--- src/rtl/exe_mem_pkg.sv ---
// Shared encodings and helpers for the EXE-stage memory request unit.
package exe_mem_pkg;

    localparam logic [1:0] SZ_B = 2'd0;
    localparam logic [1:0] SZ_H = 2'd1;
    localparam logic [1:0] SZ_W = 2'd2;
    localparam logic [1:0] SZ_D = 2'd3;

    typedef enum logic [1:0] {
        ST_IDLE = 2'd0,
        ST_REQ  = 2'd1,
        ST_DONE = 2'd2
    } state_e;

    // Byte strobes on an 8-lane view; 32-bit callers pass lane[2]=0 and keep the low half.
    function automatic logic [7:0] gen_wstrb(input logic [1:0] size, input logic [2:0] lane);
        logic [7:0] base;
        case (size)
            SZ_B:    base = 8'h01;
            SZ_H:    base = 8'h03;
            SZ_W:    base = 8'h0F;
            default: base = 8'hFF;
        endcase
        return base << lane;
    endfunction

    function automatic logic is_misaligned(input logic [1:0] size, input logic [2:0] lo,
                                           input logic dword_ok);
        case (size)
            SZ_B:    return 1'b0;
            SZ_H:    return lo[0];
            SZ_W:    return |lo[1:0];
            default: return ~dword_ok | (|lo);
        endcase
    endfunction

endpackage

--- src/rtl/outst_fifo.sv ---
// Tracks accepted-but-unanswered bus requests; each entry carries only a cancel flag.
module outst_fifo #(
    parameter int unsigned DEPTH = 2,
    localparam int unsigned CW = $clog2(DEPTH + 1),
    localparam int unsigned PW = (DEPTH > 1) ? $clog2(DEPTH) : 1
) (
    input  logic          clk,
    input  logic          resetn,
    input  logic          push,
    input  logic          push_cancel,
    input  logic          pop,
    input  logic          cancel_all,
    output logic          head_cancel,
    output logic          empty,
    output logic [CW-1:0] cnt
);

    logic [DEPTH-1:0] cancel_q;
    logic [PW-1:0]    wr_ptr;
    logic [PW-1:0]    rd_ptr;
    logic             push_eff;
    logic             pop_eff;

    function automatic logic [PW-1:0] wrap_inc(input logic [PW-1:0] p);
        return (p == PW'(DEPTH - 1)) ? '0 : p + PW'(1);
    endfunction

    assign empty       = (cnt == '0);
    assign pop_eff     = pop & ~empty;
    assign push_eff    = push & ((cnt != CW'(DEPTH)) | pop_eff);
    assign head_cancel = cancel_q[rd_ptr];

    always_ff @(posedge clk) begin
        if (!resetn) begin
            cancel_q <= '0;
            wr_ptr   <= '0;
            rd_ptr   <= '0;
            cnt      <= '0;
        end else begin
            if (cancel_all)
                cancel_q <= '1;
            if (push_eff) begin
                cancel_q[wr_ptr] <= push_cancel | cancel_all;
                wr_ptr           <= wrap_inc(wr_ptr);
            end
            if (pop_eff)
                rd_ptr <= wrap_inc(rd_ptr);
            if (push_eff & ~pop_eff)
                cnt <= cnt + CW'(1);
            else if (~push_eff & pop_eff)
                cnt <= cnt - CW'(1);
        end
    end

    // A response with nothing outstanding is a bus protocol violation.
    assert property (@(posedge clk) disable iff (!resetn) !(pop && empty));

endmodule

--- src/rtl/exe_mem_req_unit.sv ---
// EXE-stage load/store issue: strobes, replicated write data, ALE check and
// request/addr_ok/data_ok bus handshake with outstanding-response tracking.
module exe_mem_req_unit
    import exe_mem_pkg::*;
#(
    parameter int unsigned ADDR_W    = 32,
    parameter int unsigned DATA_W    = 32,
    parameter int unsigned MAX_OUTST = 2,
    localparam int unsigned CW = $clog2(MAX_OUTST + 1),
    localparam int unsigned SW = DATA_W / 8
) (
    input  logic              clk,
    input  logic              resetn,
    input  logic              in_valid,
    output logic              in_ready,
    input  logic              in_is_mem,
    input  logic              in_is_st,
    input  logic [1:0]        in_size,
    input  logic [ADDR_W-1:0] in_addr,
    input  logic [DATA_W-1:0] in_wdata,
    input  logic              in_ex,
    input  logic              flush,
    output logic              out_valid,
    input  logic              out_ready,
    output logic              out_ale,
    output logic              out_req_sent,
    output logic [2:0]        out_addr_low,
    output logic              data_req,
    output logic              data_wr,
    output logic [1:0]        data_size,
    output logic [ADDR_W-1:0] data_addr,
    output logic [SW-1:0]     data_wstrb,
    output logic [DATA_W-1:0] data_wdata,
    input  logic              data_addr_ok,
    input  logic              data_data_ok,
    output logic              resp_drop,
    output logic [CW-1:0]     outst_cnt
);

    state_e            state_q;
    state_e            state_d;
    logic              stage_valid;
    logic              flush_seen;
    logic              mem_q;
    logic              st_q;
    logic              ex_q;
    logic [1:0]        size_q;
    logic [ADDR_W-1:0] addr_q;
    logic [DATA_W-1:0] wdata_q;

    logic              ale;
    logic              need_req;
    logic              flush_any;
    logic              can_issue;
    logic              accept;
    logic              fire;
    logic              silent;
    logic              push;
    logic              head_cancel;
    logic              fifo_empty;
    logic [2:0]        lane;
    logic [7:0]        strb8;
    logic [DATA_W-1:0] wdata_rep;

    assign flush_any = flush | flush_seen;
    assign ale       = mem_q & is_misaligned(size_q, addr_q[2:0], DATA_W == 64);
    assign need_req  = stage_valid & mem_q & ~ex_q & ~ale & ~flush_seen;
    // A pop in this cycle frees a slot even though the count still reads full.
    assign can_issue = (outst_cnt < CW'(MAX_OUTST)) | data_data_ok;

    assign out_valid    = stage_valid & ~flush_any
                        & ((state_q == ST_DONE) | ((state_q == ST_IDLE) & ~need_req));
    assign out_req_sent = (state_q == ST_DONE) & ~flush_any;
    assign out_ale      = ale;
    assign out_addr_low = addr_q[2:0];
    assign in_ready     = ~stage_valid | (out_valid & out_ready);

    assign accept = in_valid & in_ready;
    assign fire   = out_valid & out_ready;
    // Flushed instructions leave quietly, but never while a request is still unaccepted.
    assign silent = stage_valid & flush_any & ((state_q != ST_REQ) | data_addr_ok);

    assign lane       = (DATA_W == 64) ? addr_q[2:0] : {1'b0, addr_q[1:0]};
    assign strb8      = gen_wstrb(size_q, lane);
    assign data_req   = (state_q == ST_REQ);
    assign data_wr    = st_q;
    assign data_size  = size_q;
    assign data_addr  = addr_q;
    assign data_wstrb = st_q ? strb8[SW-1:0] : '0;
    assign data_wdata = wdata_rep;
    assign resp_drop  = data_data_ok & ~fifo_empty & head_cancel;

    always_comb begin
        case (size_q)
            SZ_B:    wdata_rep = {(DATA_W / 8){wdata_q[7:0]}};
            SZ_H:    wdata_rep = {(DATA_W / 16){wdata_q[15:0]}};
            SZ_W:    wdata_rep = {(DATA_W / 32){wdata_q[31:0]}};
            default: wdata_rep = wdata_q;
        endcase
    end

    always_ff @(posedge clk) begin
        if (!resetn)
            state_q <= ST_IDLE;
        else
            state_q <= state_d;
    end

    always_comb begin
        state_d = state_q;
        push    = 1'b0;
        case (state_q)
            ST_IDLE: if (need_req & ~flush & can_issue) state_d = ST_REQ;
            ST_REQ: begin
                if (data_addr_ok) begin
                    push    = 1'b1;
                    state_d = flush_any ? ST_IDLE : ST_DONE;
                end
            end
            ST_DONE: if (flush_any | out_ready) state_d = ST_IDLE;
            default: state_d = ST_IDLE;
        endcase
        if (accept)
            state_d = ST_IDLE;
    end

    // Instruction holding register
    always_ff @(posedge clk) begin
        if (!resetn) begin
            stage_valid <= 1'b0;
            flush_seen  <= 1'b0;
            mem_q       <= 1'b0;
            st_q        <= 1'b0;
            ex_q        <= 1'b0;
            size_q      <= SZ_B;
            addr_q      <= '0;
            wdata_q     <= '0;
        end else if (accept) begin
            stage_valid <= ~flush;
            flush_seen  <= 1'b0;
            mem_q       <= in_is_mem;
            st_q        <= in_is_st;
            ex_q        <= in_ex;
            size_q      <= in_size;
            addr_q      <= in_addr;
            wdata_q     <= in_wdata;
        end else if (fire | silent) begin
            stage_valid <= 1'b0;
            flush_seen  <= 1'b0;
        end else if (flush & stage_valid) begin
            flush_seen <= 1'b1;
        end
    end

    outst_fifo #(.DEPTH(MAX_OUTST)) u_fifo (
        .clk         (clk),
        .resetn      (resetn),
        .push        (push),
        .push_cancel (flush_any),
        .pop         (data_data_ok),
        .cancel_all  (flush),
        .head_cancel (head_cancel),
        .empty       (fifo_empty),
        .cnt         (outst_cnt)
    );

endmodule

--- config.mk ---
export PLATFORM = sky130hd
export DESIGN_NAME = exe_mem_req_unit
export DESIGN_NICKNAME = d
export VERILOG_FILES = /design/src/rtl/exe_mem_pkg.sv /design/src/rtl/outst_fifo.sv /design/src/rtl/exe_mem_req_unit.sv
export SDC_FILE = /design/constraint.sdc
export NUM_CORES = 1
export LEC_CHECK = 0
export CELL_PAD_IN_SITES_DETAIL_PLACEMENT = 0
export CELL_PAD_IN_SITES_GLOBAL_PLACEMENT = 1
export CORE_ASPECT_RATIO = 0.6
export CORE_MARGIN = 1.5
export CORE_UTILIZATION = 38
export DETAILED_ROUTE_END_ITERATION = 10
export DONT_BUFFER_PORTS = 1
export GPL_TIMING_DRIVEN = 0
export PLACE_DENSITY_LB_ADDON = 0.1
export SLEW_MARGIN = 20
export SYNTH_ARGS = -nofsm -noshare
export SYNTH_HDL_FRONTEND = slang
export SYNTH_HIERARCHICAL = 1
export SYNTH_SLANG_ARGS = --single-unit
--- constraint.sdc ---
create_clock -name clk -period 3.9 [get_ports clk]
set_input_delay 0.585 -clock clk [delete_from_list [all_inputs] [get_ports clk]]
set_output_delay 0.585 -clock clk [all_outputs]
set_load 0.05 [all_outputs]
==> tab_implementation.tex, run 1 <==
\begin{tabular}{lr}
\hline
Metric & Value \\
\hline
\multicolumn{2}{l}{\textbf{Run status}} \\
Outcome & finished, final reports clean \\
\multicolumn{2}{l}{\textbf{Yosys}} \\
Instance count of the mapped netlist & 437 \\
Dominant cells by area after synthesis & dfxtp\_1 41\%, mux2i\_1 20\%, nand2\_1 15\% \\
Net count after synthesis & 514 \\
Post-synthesis cell type with the largest combined area & dfxtp\_1 \\
Synthesis-stage register bit count & 79 \\
Ys Warns & 6 \\
Top cell type's share of synthesized area & 40.9\% \\
Post-Synthesis Cell Area & 3870 sq um \\
Number of distinct standard cells referenced by the synthesized netlist & 37 \\
Syn\_area\_per\_cell & 8.86 sq um \\
Portion of the post-synthesis area used by sequential elements & 40.9\% \\
\multicolumn{2}{l}{\textbf{Hold path}} \\
Classification of the worst-slack hold path & in2reg \\
Cell depth of the worst hold path & 1 \\
\multicolumn{2}{l}{\textbf{Layout}} \\
Share of post-route cells with drive strength above 1 & 9.71\% \\
Layout net count & 525 \\
Number of diodes & 0 \\
Post-synthesis to final-layout area growth & 13.1\% \\
Core Util, Final & 44.3\% \\
\multicolumn{2}{l}{\textbf{Setup path}} \\
Element type at the critical path start & register \\
Arrival time at the worst endpoint & 2990 ps \\
Data required time of the critical path & 3310 ps \\
Worst reg-to-reg path cell count & 7 \\
Critical path fanouts, max & 10 \\
Kind of critical path & reg2out \\
Critical Path Sink Type & output pin \\
\multicolumn{2}{l}{\textbf{Clock network}} \\
H-tree lvl count & 3 \\
Clock insertion delay at the later pin of the skew report & 330 ps \\
\# resized after CTS & 0 \\
Buffer levels on the longest clock path & 2 \\
Clock tree from TritonCTS & done \\
Number of sinks handled by clock tree synthesis & 79 \\
Root Buffer & clkbuf\_16 \\
Number of buffers created by CTS & 9 \\
Clock slew at the register clock pins of the worst setup and hold paths & 60 ps \\
Setup fix buffers added after clock tree synthesis & 0 \\
CTS Hold Buffers Added & 0 \\
\multicolumn{2}{l}{\textbf{Placed design}} \\
Placement-stage worst setup slack & 618 ps \\
Detailed placer's ending HPWL & 7660 um \\
Final estimated routing congestion in global placement & 0.758 \\
Count of input and output buffers & 0 \\
\multicolumn{2}{l}{\textbf{STA}} \\
Max-slew headroom at the worst pin & 29.5\% \\
Setup-violating endpoint count in the final report & 0 \\
Smallest hold slack & 376 ps \\
Slew @ Worst Pin & 1060 ps \\
Aggregate negative setup slack & 0 ps \\
Ratio of final minimum period to clock period & 91.6\% \\
Unrepaired setup endpoints after global routing & false \\
Final slew viol count & 0 \\
Setup slack of the critical path after layout & 327 ps \\
Fin Clk Skew & 9.30 ps \\
Minimum clock period after layout & 3570 ps \\
Top achievable clock speed & 280 MHz \\
Final Hold Viols & 0 \\
\multicolumn{2}{l}{\textbf{Power}} \\
Fraction of power consumed by combinational cells & 16.8\% \\
Part of the power in registers & 43.9\% \\
Sw Pwr & 0.750 mW \\
Power consumption & 2.30 mW \\
Max VDD drop & 0.209 mV \\
Switching part of the total & 32.6\% \\
Power density normalized to cell area & 525 nW/um\^{}2 \\
Reported leakage power & 1.85 nW \\
Clock power frac & 39.3\% \\
Internal cell power & 1.55 mW \\
\multicolumn{2}{l}{\textbf{Floorplanning}} \\
Initial standard-cell utilization of the core & 39.2\% \\
Number of placed I/O pins & 158 \\
Width of the die & 133 um \\
Die Outline Area & 10,800 sq um \\
Floorplan core area & 9880 sq um \\
Site row count & 28 \\
Vertical die dimension & 81.2 um \\
\multicolumn{2}{l}{\textbf{Global route}} \\
Antenna violations before repair & 0 \\
Largest net degree at the start of global routing & 15 \\
Global-route wire length before repair & 15,900 um \\
Combined global-route utilization of all metal layers & 19.2\% \\
GR Overflow Total & 0 \\
Number of global-route vias before repair & 2,960 \\
\multicolumn{2}{l}{\textbf{Drt}} \\
Violation count after the first detailed-routing iteration & 125 \\
DRT antenna net count & 0 \\
Remaining design rule violation count & 0 \\
Vias after detailed routing & 2,899 \\
DRT Wirelength & 10,200 um \\
Wire length per cell after detailed routing & 17.3 um \\
Post-detailed-route via-to-cell ratio & 4.93 \\
Length of the first detailed-routing pass in iterations & 4 \\
\multicolumn{2}{l}{\textbf{Run}} \\
Number of max-cap violations & 0 \\
\hline
\end{tabular}
## cells in the mapped netlist
master	count
buf_6	1
a211oi_1	2
a21oi_1	4
nand3_1	1
or3_1	2
buf_2	1
buf_4	11
o31a_1	2
ha_1	1
nor3b_2	1
clkbuf_1	19
mux2_1	16
nor3b_1	4
or2_2	1
nand2_1	153
and2_1	3
buf_1	1
or3b_1	2
mux2_2	1
nor2_1	11
a31oi_1	1
a2111oi_0	1
buf_12	7
mux2i_1	78
o21ai_1	8
xor2_1	3
o2bb2ai_1	1
nor3_1	4
o21a_1	2
a21oi_2	1
dfxtp_1	79
a211oi_2	1
nor4_1	1
o21ai_0	4
o2111a_2	1
nor2b_1	2
inv_1	6
## worst max-delay path: stages, from the launching register on
cell and delay [ps]:
dfxtp_1 730, clkbuf_1 520, clkbuf_1 510, nor3_1 140
nor3b_2 750
## power by group through the flow
stage	clock network, mW	registers (mW)	logic (mW)
6_report	0.904	1.01	0.387
5_1_grt	0.963	1.02	0.415
4_1_cts	0.928	1.01	0.390
3_5_place_dp	0	1.03	0.389
3_3_place_gp	0	1.03	0.383
2_1_floorplan	0	1.01	0.338
## metrics by stage
step	area, sq um	cells
after floorplan	3870	437
after CTS	4380	588
final	4380	588
after detailed placement	4060	572
after global placement	4040	572
after global routing	4380	588
## state kept, by name (all words and copies together) (netlist names), 2 cells and up
name	cells
data_addr	32
data_size	2
state_q	2
u_fifo/cancel_q	2
u_fifo/cnt	2
wdata_q	32
## cells by family (layout without fill, tap and decap cells)
logic type,count (synthesis),after routing,synth area share [%]
and+or+nand+nor,185,185,19.6
muxes,95,95,25.1
DFF,79,79,40.9
buffers and inverters,46,62,8.69
AOI/OAI and AO/OA,28,28,4.78
xor gates and xnor gates,3,3,0.679
adders and majority gates,1,1,0.323
## layer usage
metal	routed length, um	part of all wire (%)	GRT usage, %
met5	0	0	0
met3	787	7.7	7.68
met2	4080	40	27.2
met4	51	0.50	5.00
met1	5250	52	26.8
## worst paths after layout
kind                            slack, ps          from                  to
worst max-delay path                  330  data_size[1]       data_wstrb[1]
worst min-delay path                  380        resetn  u_fifo/cancel_q[0]
worst max register to register       1280    state_q[0]       u_fifo/cnt[1]
worst min register to register        460   wdata_q[19]         wdata_q[19]
## placed cells by master, fill, tap and decap left out, drive strengths merged
cell	netlist	layout
or3b	2	2
o31a	2	2
clkinvlp	0	2
clkinv	0	1
o21ai	12	12
nor3	4	4
o2111a	1	1
nor2	11	11
xor2	3	3
buf	21	21
nor3b	5	5
nand2	153	153
clkbuf	19	29
and2	3	3
inv	6	7
a31oi	1	1
o2bb2ai	1	1
nor4	1	1
or2	1	1
mux2	17	17
dfxtp	79	79
o21a	2	2
a2111oi	1	1
nor2b	2	2
a21oi	5	5
nand3	1	1
bufinv	0	2
mux2i	78	78
or3	2	2
ha	1	1
a211oi	3	3
## final cells by class
class                           count  area (sq um)
Buffer                             40           314
Inverter                            6          22.5
Sequential cell                    79          1580
Multi-Input combinational cell    312          1970
Clock inverter                      6          92.6
Fill cell                         985          5500
Tap cell                          135           169
Clock buffer                       10           229
No activity file was read; power rests on OpenSTA's default activity.
==> inputs of run 2 (changes only) <==
- PLACE_DENSITY: unset -> 0.75
- PLACE_DENSITY_LB_ADDON: 0.1 -> unset
==> tab_implementation.tex, run 2 (synthesis results as in run 1) <==
\begin{tabular}{lr}
\hline
Metric & Value \\
\hline
\multicolumn{2}{l}{\textbf{Run status}} \\
Outcome & finished, final reports clean \\
\multicolumn{2}{l}{\textbf{Layout}} \\
Number of diodes & 0 \\
Final Non-Filler Cells & 587 \\
Core Util, Final & 44.0\% \\
Post-route cell area & 4340 sq um \\
Post-synthesis to final-layout area growth & 12.2\% \\
Commonest non-fill, non-tap cells in the layout & 153 x nand2\_1, 79 x dfxtp\_1, 78 x mux2i\_1 \\
Multi-input logic area & 1970 sq um \\
Leading cell type in the layout, fill and taps excluded & nand2\_1 \\
Area of all sequential standard cells & 1580 sq um \\
Layout net count & 525 \\
Share of post-route cells with drive strength above 1 & 9.51\% \\
\# fillers & 974 \\
\multicolumn{2}{l}{\textbf{Power}} \\
Part of the power in registers & 45.4\% \\
Power consumption & 2.23 mW \\
Power density normalized to cell area & 513 nW/um\^{}2 \\
Max VDD drop & 0.216 mV \\
Switching part of the total & 33.6\% \\
Sw Pwr & 0.747 mW \\
Internal cell power & 1.48 mW \\
Reported leakage power & 1.83 nW \\
Clock power frac & 37.3\% \\
Fraction of power consumed by combinational cells & 17.3\% \\
\multicolumn{2}{l}{\textbf{STA}} \\
Setup slack of the critical path after layout & 302 ps \\
Minimum clock period after layout & 3600 ps \\
Smallest hold slack & 385 ps \\
Top achievable clock speed & 278 MHz \\
Max-slew headroom at the worst pin & 30.2\% \\
Aggregate negative setup slack & 0 ps \\
Ratio of final minimum period to clock period & 92.3\% \\
Slew @ Worst Pin & 1040 ps \\
Setup-violating endpoint count in the final report & 0 \\
Fin Clk Skew & 7.38 ps \\
Final Hold Viols & 0 \\
Unrepaired setup endpoints after global routing & false \\
Final slew viol count & 0 \\
\multicolumn{2}{l}{\textbf{Global route}} \\
Routing usage on met1 & 25.4\% \\
Top Usage Layer GRT & met2 \\
Met2 global-route usage & 27.9\% \\
Number of global-route vias before repair & 2,859 \\
GR Overflow Total & 0 \\
Largest net degree at the start of global routing & 14 \\
Global-route wire length before repair & 15,500 um \\
Global Route met3 Usage & 7.87\% \\
Combined global-route utilization of all metal layers & 18.8\% \\
Antenna violations before repair & 0 \\
\multicolumn{2}{l}{\textbf{Floorplanning}} \\
Number of placed I/O pins & 158 \\
Initial standard-cell utilization of the core & 39.2\% \\
Die Outline Area & 10,800 sq um \\
Floorplan core area & 9880 sq um \\
Width of the die & 133 um \\
Site row count & 28 \\
Vertical die dimension & 81.2 um \\
\multicolumn{2}{l}{\textbf{Setup path}} \\
Startpoint of the most critical register-to-register path & state\_q[0] \\
Worst-path cell with the longest stage delay & nor3b\_2 \\
Element type at the critical path start & register \\
Critical path fanouts, max & 10 \\
Arrival time at the worst endpoint & 3010 ps \\
Cell repeated most along the worst path & clkbuf\_1 \\
Data required time of the critical path & 3310 ps \\
Startpoint of the most critical setup path & data\_size[1] \\
Critical path cell sequence & clkbuf\_1 > clkbuf\_1 > nor3\_1 > nor3b\_2 \\
Cell family with the largest share of critical-path delay & buffers and inverters \\
Slowest stage delay, CP & 740 ps \\
Kind of critical path & reg2out \\
Sum of buffers and inverters on the critical path & 2 \\
Critical Path Sink Type & output pin \\
\multicolumn{2}{l}{\textbf{Clock network}} \\
\# resized after CTS & 0 \\
Clock tree from TritonCTS & done \\
Clock slew at the register clock pins of the worst setup and hold paths & 60 ps \\
H-tree lvl count & 3 \\
Number of buffers created by CTS & 9 \\
Root Buffer & clkbuf\_16 \\
CTS Hold Buffers Added & 0 \\
Clock insertion delay at the later pin of the skew report & 330 ps \\
Buffer levels on the longest clock path & 2 \\
Setup fix buffers added after clock tree synthesis & 0 \\
Number of sinks handled by clock tree synthesis & 79 \\
\multicolumn{2}{l}{\textbf{Run}} \\
Number of max-cap violations & 0 \\
\multicolumn{2}{l}{\textbf{Drt}} \\
Vias after detailed routing & 2,976 \\
Wire length per cell after detailed routing & 17.2 um \\
Violation count after the first detailed-routing iteration & 125 \\
Post-detailed-route via-to-cell ratio & 5.07 \\
DRT Wirelength & 10,100 um \\
DRT antenna net count & 0 \\
Remaining design rule violation count & 0 \\
Length of the first detailed-routing pass in iterations & 4 \\
\multicolumn{2}{l}{\textbf{Placed design}} \\
Detailed placer's ending HPWL & 7540 um \\
Final estimated routing congestion in global placement & 0.776 \\
Cell area reported after detailed placement & 4060 sq um \\
Placement-stage worst setup slack & 668 ps \\
Count of input and output buffers & 0 \\
Number of placed instances, taps included & 572 \\
\multicolumn{2}{l}{\textbf{Hold path}} \\
Start point of the worst min-delay path & resetn \\
Classification of the worst-slack hold path & in2reg \\
\hline
\end{tabular}
run 2: area by class of cell:
| class | count | share of cell area, % |
|---|---|---|
| flip-flops and latches | 79 | 36.4 |
| clock inverters | 5 | 1.35 |
| multi-input cells | 312 | 45.3 |
| clock buffers | 10 | 5.27 |
| well taps | 135 | 3.89 |
| plain buffers | 40 | 7.23 |
| inverters | 6 | 0.519 |
run 2: layer usage:
layer | part of all wire [%] | vias up | wire [um]
met5 | 0 | - | 0
met2 | 41 | 108 | 4110
met4 | 0.85 | 0 | 86
met1 | 50 | 1400 | 5020
li1 | - | 1459 | -
met3 | 8.5 | 9 | 854
run 2: path summary, 6_finish.rpt:
kind                   endpoint  slack [ps]  depth (start not counted)
min reg2reg         wdata_q[22]         460                          2
max               data_wstrb[1]         300                          4
min          u_fifo/cancel_q[0]         380                          1
max reg2reg       u_fifo/cnt[1]        1310                          7
run 2: power groups by stage:
stage | Sequential, mW | Clock (mW) | Combinational (mW)
after floorplan | 1.01 | 0 | 0.338
after global placement | 1.03 | 0 | 0.381
after detailed placement | 1.03 | 0 | 0.389
after CTS | 1.01 | 0.845 | 0.389
after global routing | 1.02 | 0.880 | 0.413
final | 1.01 | 0.830 | 0.386
